[src/rtl/alu_control_unit_pkg.sv]
// Shared state encoding, op codes and control-line indices for the
// sequencer that drives the 8-bit arithmetic unit.
package alu_ctrl_pkg;

  localparam int ITERS    = 8;
  localparam int NUM_CTRL = 11;

  localparam logic [1:0] OP_ADD = 2'b00;
  localparam logic [1:0] OP_SUB = 2'b01;
  localparam logic [1:0] OP_MUL = 2'b10;
  localparam logic [1:0] OP_DIV = 2'b11;

  localparam int C_LDQ   = 0;
  localparam int C_LDM   = 1;
  localparam int C_LDA   = 2;
  localparam int C_SUB   = 3;
  localparam int C_SHIFT = 4;
  localparam int C_INC   = 5;
  localparam int C_SIN   = 6;
  localparam int C_VALID = 7;
  localparam int C_SETQ0 = 8;
  localparam int C_RSV0  = 9;
  localparam int C_RSV1  = 10;

  typedef enum logic [3:0] {
    ST_IDLE   = 4'd0,
    ST_LD_Q   = 4'd1,
    ST_LD_M   = 4'd2,
    ST_EVAL   = 4'd3,
    ST_SHIFT  = 4'd4,
    ST_DSHIFT = 4'd5,
    ST_DSUB   = 4'd6,
    ST_DFIX   = 4'd7,
    ST_DONE   = 4'd8
  } state_e;

  typedef logic [NUM_CTRL-1:0] ctrl_t;

  // Control lines that depend on the state alone; data-dependent lines are added in the top.
  function automatic ctrl_t moore_ctrl(input state_e st);
    ctrl_t c;
    c = {NUM_CTRL{1'b0}};
    case (st)
      ST_LD_Q:   c[C_LDQ] = 1'b1;
      ST_LD_M:   c[C_LDM] = 1'b1;
      ST_SHIFT: begin
        c[C_SHIFT] = 1'b1;
        c[C_INC]   = 1'b1;
      end
      ST_DSHIFT: c[C_SHIFT] = 1'b1;
      ST_DSUB: begin
        c[C_LDA] = 1'b1;
        c[C_SUB] = 1'b1;
      end
      ST_DFIX:   c[C_INC] = 1'b1;
      ST_DONE:   c[C_VALID] = 1'b1;
      default:   c = {NUM_CTRL{1'b0}};
    endcase
    return c;
  endfunction

endpackage

[src/rtl/alu_control_unit_if.sv]
// Request, status and control-line bundle between the sequencer (master)
// and the requester plus arithmetic unit (slave).
interface alu_control_unit_if;

  logic       start;
  logic [1:0] op;
  logic       q0;
  logic       qm1;
  logic       a_msb;

  logic [1:0] op_o;
  logic       c0, c1, c2, c3, c4, c5, c6, c7, c8, c9, c10;
  logic       operand_sel;
  logic       busy;
  logic       done;

  modport master (
    input  start, op, q0, qm1, a_msb,
    output op_o, c0, c1, c2, c3, c4, c5, c6, c7, c8, c9, c10,
    output operand_sel, busy, done
  );

  modport slave (
    output start, op, q0, qm1, a_msb,
    input  op_o, c0, c1, c2, c3, c4, c5, c6, c7, c8, c9, c10,
    input  operand_sel, busy, done
  );

endinterface

[src/rtl/alu_control_unit_iter_cnt.sv]
// 3-bit iteration counter for the Booth / restoring-division loops;
// flags the final iteration so the sequencer can leave the loop.
module iter_cnt
  import alu_ctrl_pkg::*;
(
  input  logic clk,
  input  logic rst,
  input  logic clr,
  input  logic inc,
  output logic last
);

  localparam logic [2:0] LAST_VAL = 3'(ITERS - 1);

  logic [2:0] value_r;

  // Clear has priority so a new operation always starts from zero.
  always_ff @(posedge clk) begin
    if (rst) begin
      value_r <= 3'd0;
    end else if (clr) begin
      value_r <= 3'd0;
    end else if (inc) begin
      value_r <= value_r + 3'd1;
    end else begin
      value_r <= value_r;
    end
  end

  assign last = (value_r == LAST_VAL);

endmodule

[src/rtl/alu_control_unit.sv]
// Sequencer for the 8-bit arithmetic unit: operand loading, Booth multiply,
// restoring divide and the one-cycle completion strobe.
module alu_control_unit
  import alu_ctrl_pkg::*;
(
  input  logic         clk,
  input  logic         rst,
  alu_control_unit_if.master bus
);

  state_e     state_r;
  state_e     state_s;
  logic [1:0] op_r;
  ctrl_t      moore_r;
  logic       busy_r;
  logic       done_r;
  logic       sel_r;

  logic accept_s;
  logic iter_inc_s;
  logic iter_last_s;
  logic booth_add_s;
  logic booth_sub_s;
  logic restore_s;
  logic setq_s;
  logic sin_s;

  assign accept_s   = (state_r == ST_IDLE) && bus.start;
  assign iter_inc_s = (state_r == ST_SHIFT) || (state_r == ST_DFIX);

  iter_cnt u_iter_cnt (
    .clk  (clk),
    .rst  (rst),
    .clr  (accept_s),
    .inc  (iter_inc_s),
    .last (iter_last_s)
  );

  // Next-state selection.
  always_comb begin
    state_s = state_r;
    case (state_r)
      ST_IDLE: begin
        if (bus.start) state_s = ST_LD_Q;
        else           state_s = ST_IDLE;
      end
      ST_LD_Q: state_s = ST_LD_M;
      ST_LD_M: begin
        case (op_r)
          OP_MUL:  state_s = ST_EVAL;
          OP_DIV:  state_s = ST_DSHIFT;
          default: state_s = ST_DONE;
        endcase
      end
      ST_EVAL: state_s = ST_SHIFT;
      ST_SHIFT: begin
        if (iter_last_s) state_s = ST_DONE;
        else             state_s = ST_EVAL;
      end
      ST_DSHIFT: state_s = ST_DSUB;
      ST_DSUB:   state_s = ST_DFIX;
      ST_DFIX: begin
        if (iter_last_s) state_s = ST_DONE;
        else             state_s = ST_DSHIFT;
      end
      ST_DONE: state_s = ST_IDLE;
      default: state_s = ST_IDLE;
    endcase
  end

  // State, latched op and the state-only outputs, registered from the next state
  // so they line up with state_r without a decode stage on the output.
  always_ff @(posedge clk) begin
    if (rst) begin
      state_r <= ST_IDLE;
      op_r    <= 2'b00;
      moore_r <= {NUM_CTRL{1'b0}};
      busy_r  <= 1'b0;
      done_r  <= 1'b0;
      sel_r   <= 1'b0;
    end else begin
      state_r <= state_s;
      if (accept_s) begin
        op_r <= bus.op;
      end else begin
        op_r <= op_r;
      end
      moore_r <= moore_ctrl(state_s);
      busy_r  <= (state_s != ST_IDLE);
      done_r  <= (state_s == ST_DONE);
      sel_r   <= (state_s == ST_LD_M);
    end
  end

  // Lines that follow the datapath status bits within the current cycle.
  always_comb begin
    booth_add_s = 1'b0;
    booth_sub_s = 1'b0;
    restore_s   = 1'b0;
    setq_s      = 1'b0;
    sin_s       = 1'b0;
    case (state_r)
      ST_EVAL: begin
        booth_add_s = ~bus.q0 &  bus.qm1;
        booth_sub_s =  bus.q0 & ~bus.qm1;
      end
      ST_SHIFT: sin_s = bus.a_msb;
      ST_DFIX: begin
        restore_s = bus.a_msb;
        setq_s    = ~bus.a_msb;
      end
      default: begin
        booth_add_s = 1'b0;
        booth_sub_s = 1'b0;
      end
    endcase
  end

  assign bus.op_o        = op_r;
  assign bus.busy        = busy_r;
  assign bus.done        = done_r;
  assign bus.operand_sel = sel_r;

  assign bus.c0  = moore_r[C_LDQ];
  assign bus.c1  = moore_r[C_LDM];
  assign bus.c2  = moore_r[C_LDA] | booth_add_s | booth_sub_s | restore_s;
  assign bus.c3  = moore_r[C_SUB] | booth_sub_s;
  assign bus.c4  = moore_r[C_SHIFT];
  assign bus.c5  = moore_r[C_INC];
  assign bus.c6  = moore_r[C_SIN] | sin_s;
  assign bus.c7  = moore_r[C_VALID];
  assign bus.c8  = moore_r[C_SETQ0] | setq_s;
  assign bus.c9  = moore_r[C_RSV0];
  assign bus.c10 = moore_r[C_RSV1];

endmodule

[src/flat_wrapper.sv]
// flat-port wrapper written by rule: the top's interface ports become plain ports
module alu_control_unit_flat import alu_ctrl_pkg::*;
  (clk, rst, bus_start, bus_op, bus_q0, bus_qm1, bus_a_msb, bus_op_o, bus_c0, bus_c1, bus_c2, bus_c3, bus_c4, bus_c5, bus_c6, bus_c7, bus_c8, bus_c9, bus_c10, bus_operand_sel, bus_busy, bus_done);
  alu_control_unit_if bus_i ();
  input  logic clk;
  input  logic rst;
  input wire logic [$bits(bus_i.start)-1:0] bus_start;
  input wire logic [$bits(bus_i.op)-1:0] bus_op;
  input wire logic [$bits(bus_i.q0)-1:0] bus_q0;
  input wire logic [$bits(bus_i.qm1)-1:0] bus_qm1;
  input wire logic [$bits(bus_i.a_msb)-1:0] bus_a_msb;
  output wire logic [$bits(bus_i.op_o)-1:0] bus_op_o;
  output wire logic [$bits(bus_i.c0)-1:0] bus_c0;
  output wire logic [$bits(bus_i.c1)-1:0] bus_c1;
  output wire logic [$bits(bus_i.c2)-1:0] bus_c2;
  output wire logic [$bits(bus_i.c3)-1:0] bus_c3;
  output wire logic [$bits(bus_i.c4)-1:0] bus_c4;
  output wire logic [$bits(bus_i.c5)-1:0] bus_c5;
  output wire logic [$bits(bus_i.c6)-1:0] bus_c6;
  output wire logic [$bits(bus_i.c7)-1:0] bus_c7;
  output wire logic [$bits(bus_i.c8)-1:0] bus_c8;
  output wire logic [$bits(bus_i.c9)-1:0] bus_c9;
  output wire logic [$bits(bus_i.c10)-1:0] bus_c10;
  output wire logic [$bits(bus_i.operand_sel)-1:0] bus_operand_sel;
  output wire logic [$bits(bus_i.busy)-1:0] bus_busy;
  output wire logic [$bits(bus_i.done)-1:0] bus_done;
  assign bus_i.start = bus_start;
  assign bus_i.op = bus_op;
  assign bus_i.q0 = bus_q0;
  assign bus_i.qm1 = bus_qm1;
  assign bus_i.a_msb = bus_a_msb;
  assign bus_op_o = bus_i.op_o;
  assign bus_c0 = bus_i.c0;
  assign bus_c1 = bus_i.c1;
  assign bus_c2 = bus_i.c2;
  assign bus_c3 = bus_i.c3;
  assign bus_c4 = bus_i.c4;
  assign bus_c5 = bus_i.c5;
  assign bus_c6 = bus_i.c6;
  assign bus_c7 = bus_i.c7;
  assign bus_c8 = bus_i.c8;
  assign bus_c9 = bus_i.c9;
  assign bus_c10 = bus_i.c10;
  assign bus_operand_sel = bus_i.operand_sel;
  assign bus_busy = bus_i.busy;
  assign bus_done = bus_i.done;
  alu_control_unit u_core (.clk(clk), .rst(rst), .bus(bus_i));
endmodule
[config.mk]
export PLATFORM = sky130hd
export DESIGN_NAME = alu_control_unit_flat
export DESIGN_NICKNAME = d
export VERILOG_FILES = /design/src/rtl/alu_control_unit_pkg.sv /design/src/rtl/alu_control_unit_if.sv /design/src/rtl/alu_control_unit_iter_cnt.sv /design/src/rtl/alu_control_unit.sv /design/src/flat_wrapper.sv
export SDC_FILE = /design/constraint.sdc
export NUM_CORES = 1
export LEC_CHECK = 0
export CAP_MARGIN = 20
export CORE_UTILIZATION = 45
export CTS_CLUSTER_DIAMETER = 120
export DETAILED_ROUTE_END_ITERATION = 16
export PLACE_DENSITY_LB_ADDON = 0.08
export RECOVER_POWER = 25
export SKIP_LAST_GASP = 1
export SLEW_MARGIN = 5
export SYNTH_ARGS = -nofsm -noshare
export SYNTH_HDL_FRONTEND = slang
export SYNTH_HIERARCHICAL = 1
export SYNTH_SLANG_ARGS = --single-unit
[constraint.sdc]
create_clock -name clk -period 2.1 [get_ports clk]
set_clock_uncertainty 0.15 [all_clocks]
set_input_delay 0.525 -clock clk [delete_from_list [all_inputs] [get_ports clk]]
set_output_delay 0.525 -clock clk [all_outputs]
set_load 0.02 [all_outputs]
# After elaboration in Yosys (flattened, before gate mapping)
# Index checks and enable logic that the tools add are counted.
dict set report word_totals {
  register_bits 23
  input_bits 8
  output_inout_bits 16
  word_cells 60
}
dict set report op_classes {
  add_sub_neg 1
  eq_ne 17
  n_mux 16
  bitwise 11
  reduce_logical 7
}
# cell n
set op_table {}
lappend op_table {{4-bit by 3-bit == test with 1-bit output, second input constant} 8}
lappend op_table {{4-bit case mux with 8 select lines} 1}
lappend op_table {{4-bit by 2-bit == test with 1-bit output, second input constant} 3}
lappend op_table {{1-bit 2-to-1 mux} 11}
lappend op_table {{4-bit by 1-bit == test with 1-bit output, second input constant} 2}
lappend op_table {{4-bit 2-to-1 mux} 2}
lappend op_table {{4-bit case mux with 2 select lines} 1}
lappend op_table {{1-bit OR} 6}
lappend op_table {{2-bit OR reduction} 3}
lappend op_table {{2-bit == test, second input constant} 2}
lappend op_table {{4-bit == test, second input constant} 1}
lappend op_table {{4-bit zero test} 1}
lappend op_table {{4-bit nonzero test} 1}
lappend op_table {{3-bit by 1-bit adder with 3-bit output, second input constant} 1}
lappend op_table {{3-bit == test, second input constant} 1}
lappend op_table {{1-bit inverter} 3}
lappend op_table {{1-bit AND} 2}
lappend op_table {{2-bit 2-to-1 mux} 1}
lappend op_table {{1-bit logical AND} 1}
lappend op_table {{1-bit logical OR} 1}

# Depth between registers and ports, before layout
# Gate-level depths: netlist (run 1).
dict set report depth {
  depth_word 6
  depth_mapped 7
  depth_no_buf 7
}

# Hierarchy
# The synthesis (run 1) kept the hierarchy.
# module n_inst cells_per_inst area_each_um2 seq_area_each_um2
set modules_own_cells {}
lappend modules_own_cells {alu_control_unit 1 80 724.4 260.2}
lappend modules_own_cells {iter_cnt 1 11 133.9 60.1}

# Worst setup path after synthesis (run 1)
# No wires, ideal clock.
dict set report synth_timing {
  path_type {register -> output}
  from {reg u_core.state_r[1]}
  to {out bus_c2}
  arrival_time_ns 1.224
  required_ns 1.425
  path_slack_ns 0.201
  stages_incl_launch_ff 5
  path_buffers 1
  cell_sequence {dfxtp_1 > buf_6 > and2_1 > a41o_1 > or2_1}
}
dict set report synth_between {
  elab_chain_len 5
  elab_cells_between_ends 8
  classes_between {eq/ne (2); mux (3); bitwise (3)}
}
# item line_no
set synth_rtl {}
lappend synth_rtl {{start: declaration} alu_control_unit.sv:11} ;# state_e state_r;
lappend synth_rtl {{start signal: assignment} alu_control_unit.sv:82} ;# state_r <= state_s;
lappend synth_rtl {{4-bit by 2-bit == test with 1-bit output} alu_control_unit.sv:102} ;# case (state_r)
lappend synth_rtl {{1-bit 2-to-1 mux} alu_control_unit.sv:102}
lappend synth_rtl {{1-bit OR (2 in a row)} alu_control_unit.sv:126} ;# assign bus.c2 = moore_r[C_LDA] | booth_add_s | booth_sub_s | restore_s;
lappend synth_rtl {{1-bit OR (*)} alu_control_unit.sv:126}
lappend synth_rtl {{end: declaration} flat_wrapper.sv:15} ;# output wire logic [$bits(bus_i.c2)-1:0] bus_c2;
# Mark *: on every way between the ends. The rest lies on a longest branch, timed or not.

# Worst setup path after layout (run 1)
dict set report layout_timing {
  from {in bus_q0}
  to {out bus_c2}
}
dict set report layout_between {
  elab_chain_len 6
  elab_cells_between_ends 8
  classes_between {mux (2); bitwise (6)}
}
# item line_no
set layout_rtl {}
lappend layout_rtl {{start: declaration} flat_wrapper.sv:9} ;# input wire logic [$bits(bus_i.q0)-1:0] bus_q0;
lappend layout_rtl {{1-bit inverter} alu_control_unit.sv:104} ;# booth_add_s = ~bus.q0 & bus.qm1;
lappend layout_rtl {{1-bit AND} alu_control_unit.sv:104}
lappend layout_rtl {{1-bit 2-to-1 mux} alu_control_unit.sv:102}
lappend layout_rtl {{1-bit OR} alu_control_unit.sv:126}
lappend layout_rtl {{1-bit OR (*) (2 in a row)} alu_control_unit.sv:126}
# Marked as above.

==> results.yml, run 1 <==
run_status:
  status: "complete, no violations"
sta:
  tns_ps: 0
  fin_ws_ps: 60.5
  maxSlewViolCount: 0
  grt_setup_unrepaired: "false"
  period_share: 0.971
  finalSetupViolations: 0
  fin_crit_ps: 2040
  hold_viol_final: 0
  fmax_mhz: 490
synthesis:
  post-synth-top-area-cell: "dfxtp_1"
  async_flop_share: 0
  netlist_area_um2: 858
  avgSynthCellArea_um2: 9.43
  ys_seq_area_frac: 0.373
  synth_area_leaders: "dfxtp_1, mux2i_1, buf_4"
  ys_types: 42
  synth_edf_count: 0
  synth_seq_cells: 16
  yosys.area.top_type_share: 0.373
  syn_inst: 91
  ys_warn_count: 6
  synthFlopType: "dfxtp_1"
clocking:
  clkSinkCount: 16
  htree_levels: 1
  clk_pin_slew_ps: 90
  cts_setup_buffers: 0
  insertion_delay_ps: 280
  cts_hold_buf: 0
  cts_tree: "done"
  cts-root-buf: "clkbuf_4"
  numCtsBuffers: 3
  cts_buffer_depth: 2
setup_path:
  path_buf_inv: 2
  r2r-start: "u_core/u_iter_cnt/value_r[0]$_SDFFE_PP0P_"
  end_kind: "primary output"
  cp.required_ps: 1420
  cp.arrival_ps: 1360
  slowest_delay_ps: 220
  worstPathCellList: "dlygate4sd2_1 -> nor2_1 -> a22oi_1 -> nor3_1 -> or2_1 -> buf_6"
  cp-start-kind: "input port"
  path_max_fanout: 2
  critPathKind: "input port to primary output"
  r2r_setup_slack_ps: 240
  critical_path.slowest_cell: "dlygate4sd2_1"
  rr_worst_depth: 7
  r2r_end: "u_core/moore_r[5]$_SDFF_PP0_"
  crit_family: "buffers and inverters"
drt:
  vias: 729
  drtPass1Iterations: 4
  drt_iter0_markers: 6
  wl_per_cell_um: 11.7
  drc: 0
  drtAntennaViolNets: 0
  routed_wl_um: 1690
  via_per_inst: 5.03
pwr:
  p_per_area_nw_per_um2: 586
  leakagePower_uw: 0.000487
  ir_drop_uv: 436
floorplan:
  ios: 24
  die_area_um2: 2090
  rows: 15
  start_util: 0.487
  fp.dieW_um: 45.7
  die-height_um: 45.7
  core_um2: 1760
grt:
  grt_antenna_before_repair: 0
  grt_use_total: 0.187
  overflow: 0
  grt_max_degree: 13
  grt_pass1_wl_um: 2810
  grt_pass1_vias: 704
place:
  port_buffers: 21
  gp_congestion: 0.892
  dpl.hpwl_um: 1310
  pre_cts_ws_ps: -593
finish:
  nNetsFinal: 131
  synthToLayoutAreaGrowth_pct: 31.6
  antenna_cells_inserted: 0
  final_cell_mix: "dfxtp_1, clkdlybuf4s50_1, buf_4"
  mostFrequentLayoutCell: "dfxtp_1"
  drive_gt1_frac: 0.242
  fillerInstances: 163
job:
  drv_cap: 0
worst_hold_path:
  hold_class: "register to register"
  hold_end: "u_core/u_iter_cnt/value_r[1]$_SDFFE_PP0P_"
  whs_path_depth: 2
  hold_path.startpoint: "u_core/u_iter_cnt/value_r[1]$_SDFFE_PP0P_"
==> tightest hold or removal path, stage by stage (launching register included) <==
cell,delay [ps]
dfxtp_1,320
mux2i_1,120
nor3_1,50
==> worst max-delay path by stage <==
stage	start	to	slack, ps	depth (start not counted)
after CTS	u_core/state_r[1]$_SDFF_PP0_	bus_c6	30	4
after global routing	u_core/state_r[3]$_SDFF_PP0_	bus_c2	10	4
after detailed placement	bus_qm1	bus_c2	-590	5
final	bus_q0	bus_c2	60	6
after floorplan	u_core/state_r[1]$_SDFF_PP0_	bus_c2	200	4
after global placement	bus_qm1	bus_c2	-560	5
==> through the flow <==
stage | total power, uW | hold slack, ps | instances | util | instance area (um2)
finish | 662 | 382 | 145 | 0.640 | 1130
global route | 695 | 440 | 145 | 0.640 | 1130
CTS | 674 | 387 | 145 | 0.654 | 1150
detailed placement | 478 | 373 | 141 | 0.634 | 1120
global placement | 476 | 366 | 141 | 0.634 | 1120
floorplan | 426 | 347 | 92 | - | 862
==> per-layer routing <==
metal	vias to the layer above	global-route usage	wire, um	part of all wire
met2	21	0.340	793	0.47
met1	336	0.215	806	0.48
met4	0	0.0364	0	0
met3	0	0.0556	91	0.054
li1	372	-	-	-
met5	-	0	0	0
==> final cells by class <==
cell class / instances / area (um2) / area share
Multi-Input combinational cell: 62 / 439 / 0.389
Inverter: 5 / 18.8 / 0.0166
Tap cell: 25 / 31.3 / 0.0277
Clock buffer: 4 / 36.3 / 0.0321
Sequential cell: 16 / 322 / 0.285
Timing Repair Buffer: 33 / 283 / 0.250
==> logic make-up (layout without fill, tap and decap cells) <==
| kind of cell | count (synthesis) | after routing | synth area share |
|---|---|---|---|
| multiplexers | 4 | 4 | 0.0466 |
| AND/OR/NAND/NOR | 35 | 35 | 0.258 |
| adder cells (fa/ha/maj) | 3 | 3 | 0.0423 |
| XOR/XNOR | 2 | 2 | 0.0204 |
| buffers and inverters | 14 | 42 | 0.109 |
| AO/OA/AOI/OAI | 16 | 16 | 0.146 |
| other | 1 | 2 | 0.00437 |
| flip-flops | 16 | 16 | 0.373 |
==> synthesized netlist by cell type (2+ instances only) <==
master,number
buf_4,5
nor3_2,3
nor2_1,9
inv_1,4
buf_6,3
mux2i_1,4
nand2b_1,2
xnor2_1,2
nor3_1,6
dfxtp_1,16
ha_1,2
and2_1,2
a31oi_1,2
a21oi_1,3
==> registers in the layout (all words and copies together) (netlist names) <==
name / flops
u_core/bus.busy: 1
u_core/state_r: 4
u_core/moore_r: 6
u_core/u_iter_cnt/value_r: 3
u_core/bus.op_o: 2
==> power breakdown <==
| group | internal (uW) | switching, uW | total (uW) |
|---|---|---|---|
| clock | 105 | 91.1 | 196 |
| sequential | 316 | 8.33 | 324 |
| combinational | 67.1 | 73.5 | 141 |
| total | 489 | 173 | 662 |
==> what timing repair did <==
item,in CTS,in global routing
setup endpoints to repair,4,3
pin swaps,1,0
resized for setup,17,4
No activity file was read; power rests on OpenSTA's default activity.
==> run 2: changes to the inputs <==
Settings changed: CAP_MARGIN 20 to 15.
==> results of run 2 <==
The final DEF is identical to that of run 1; final timing and power are the same.
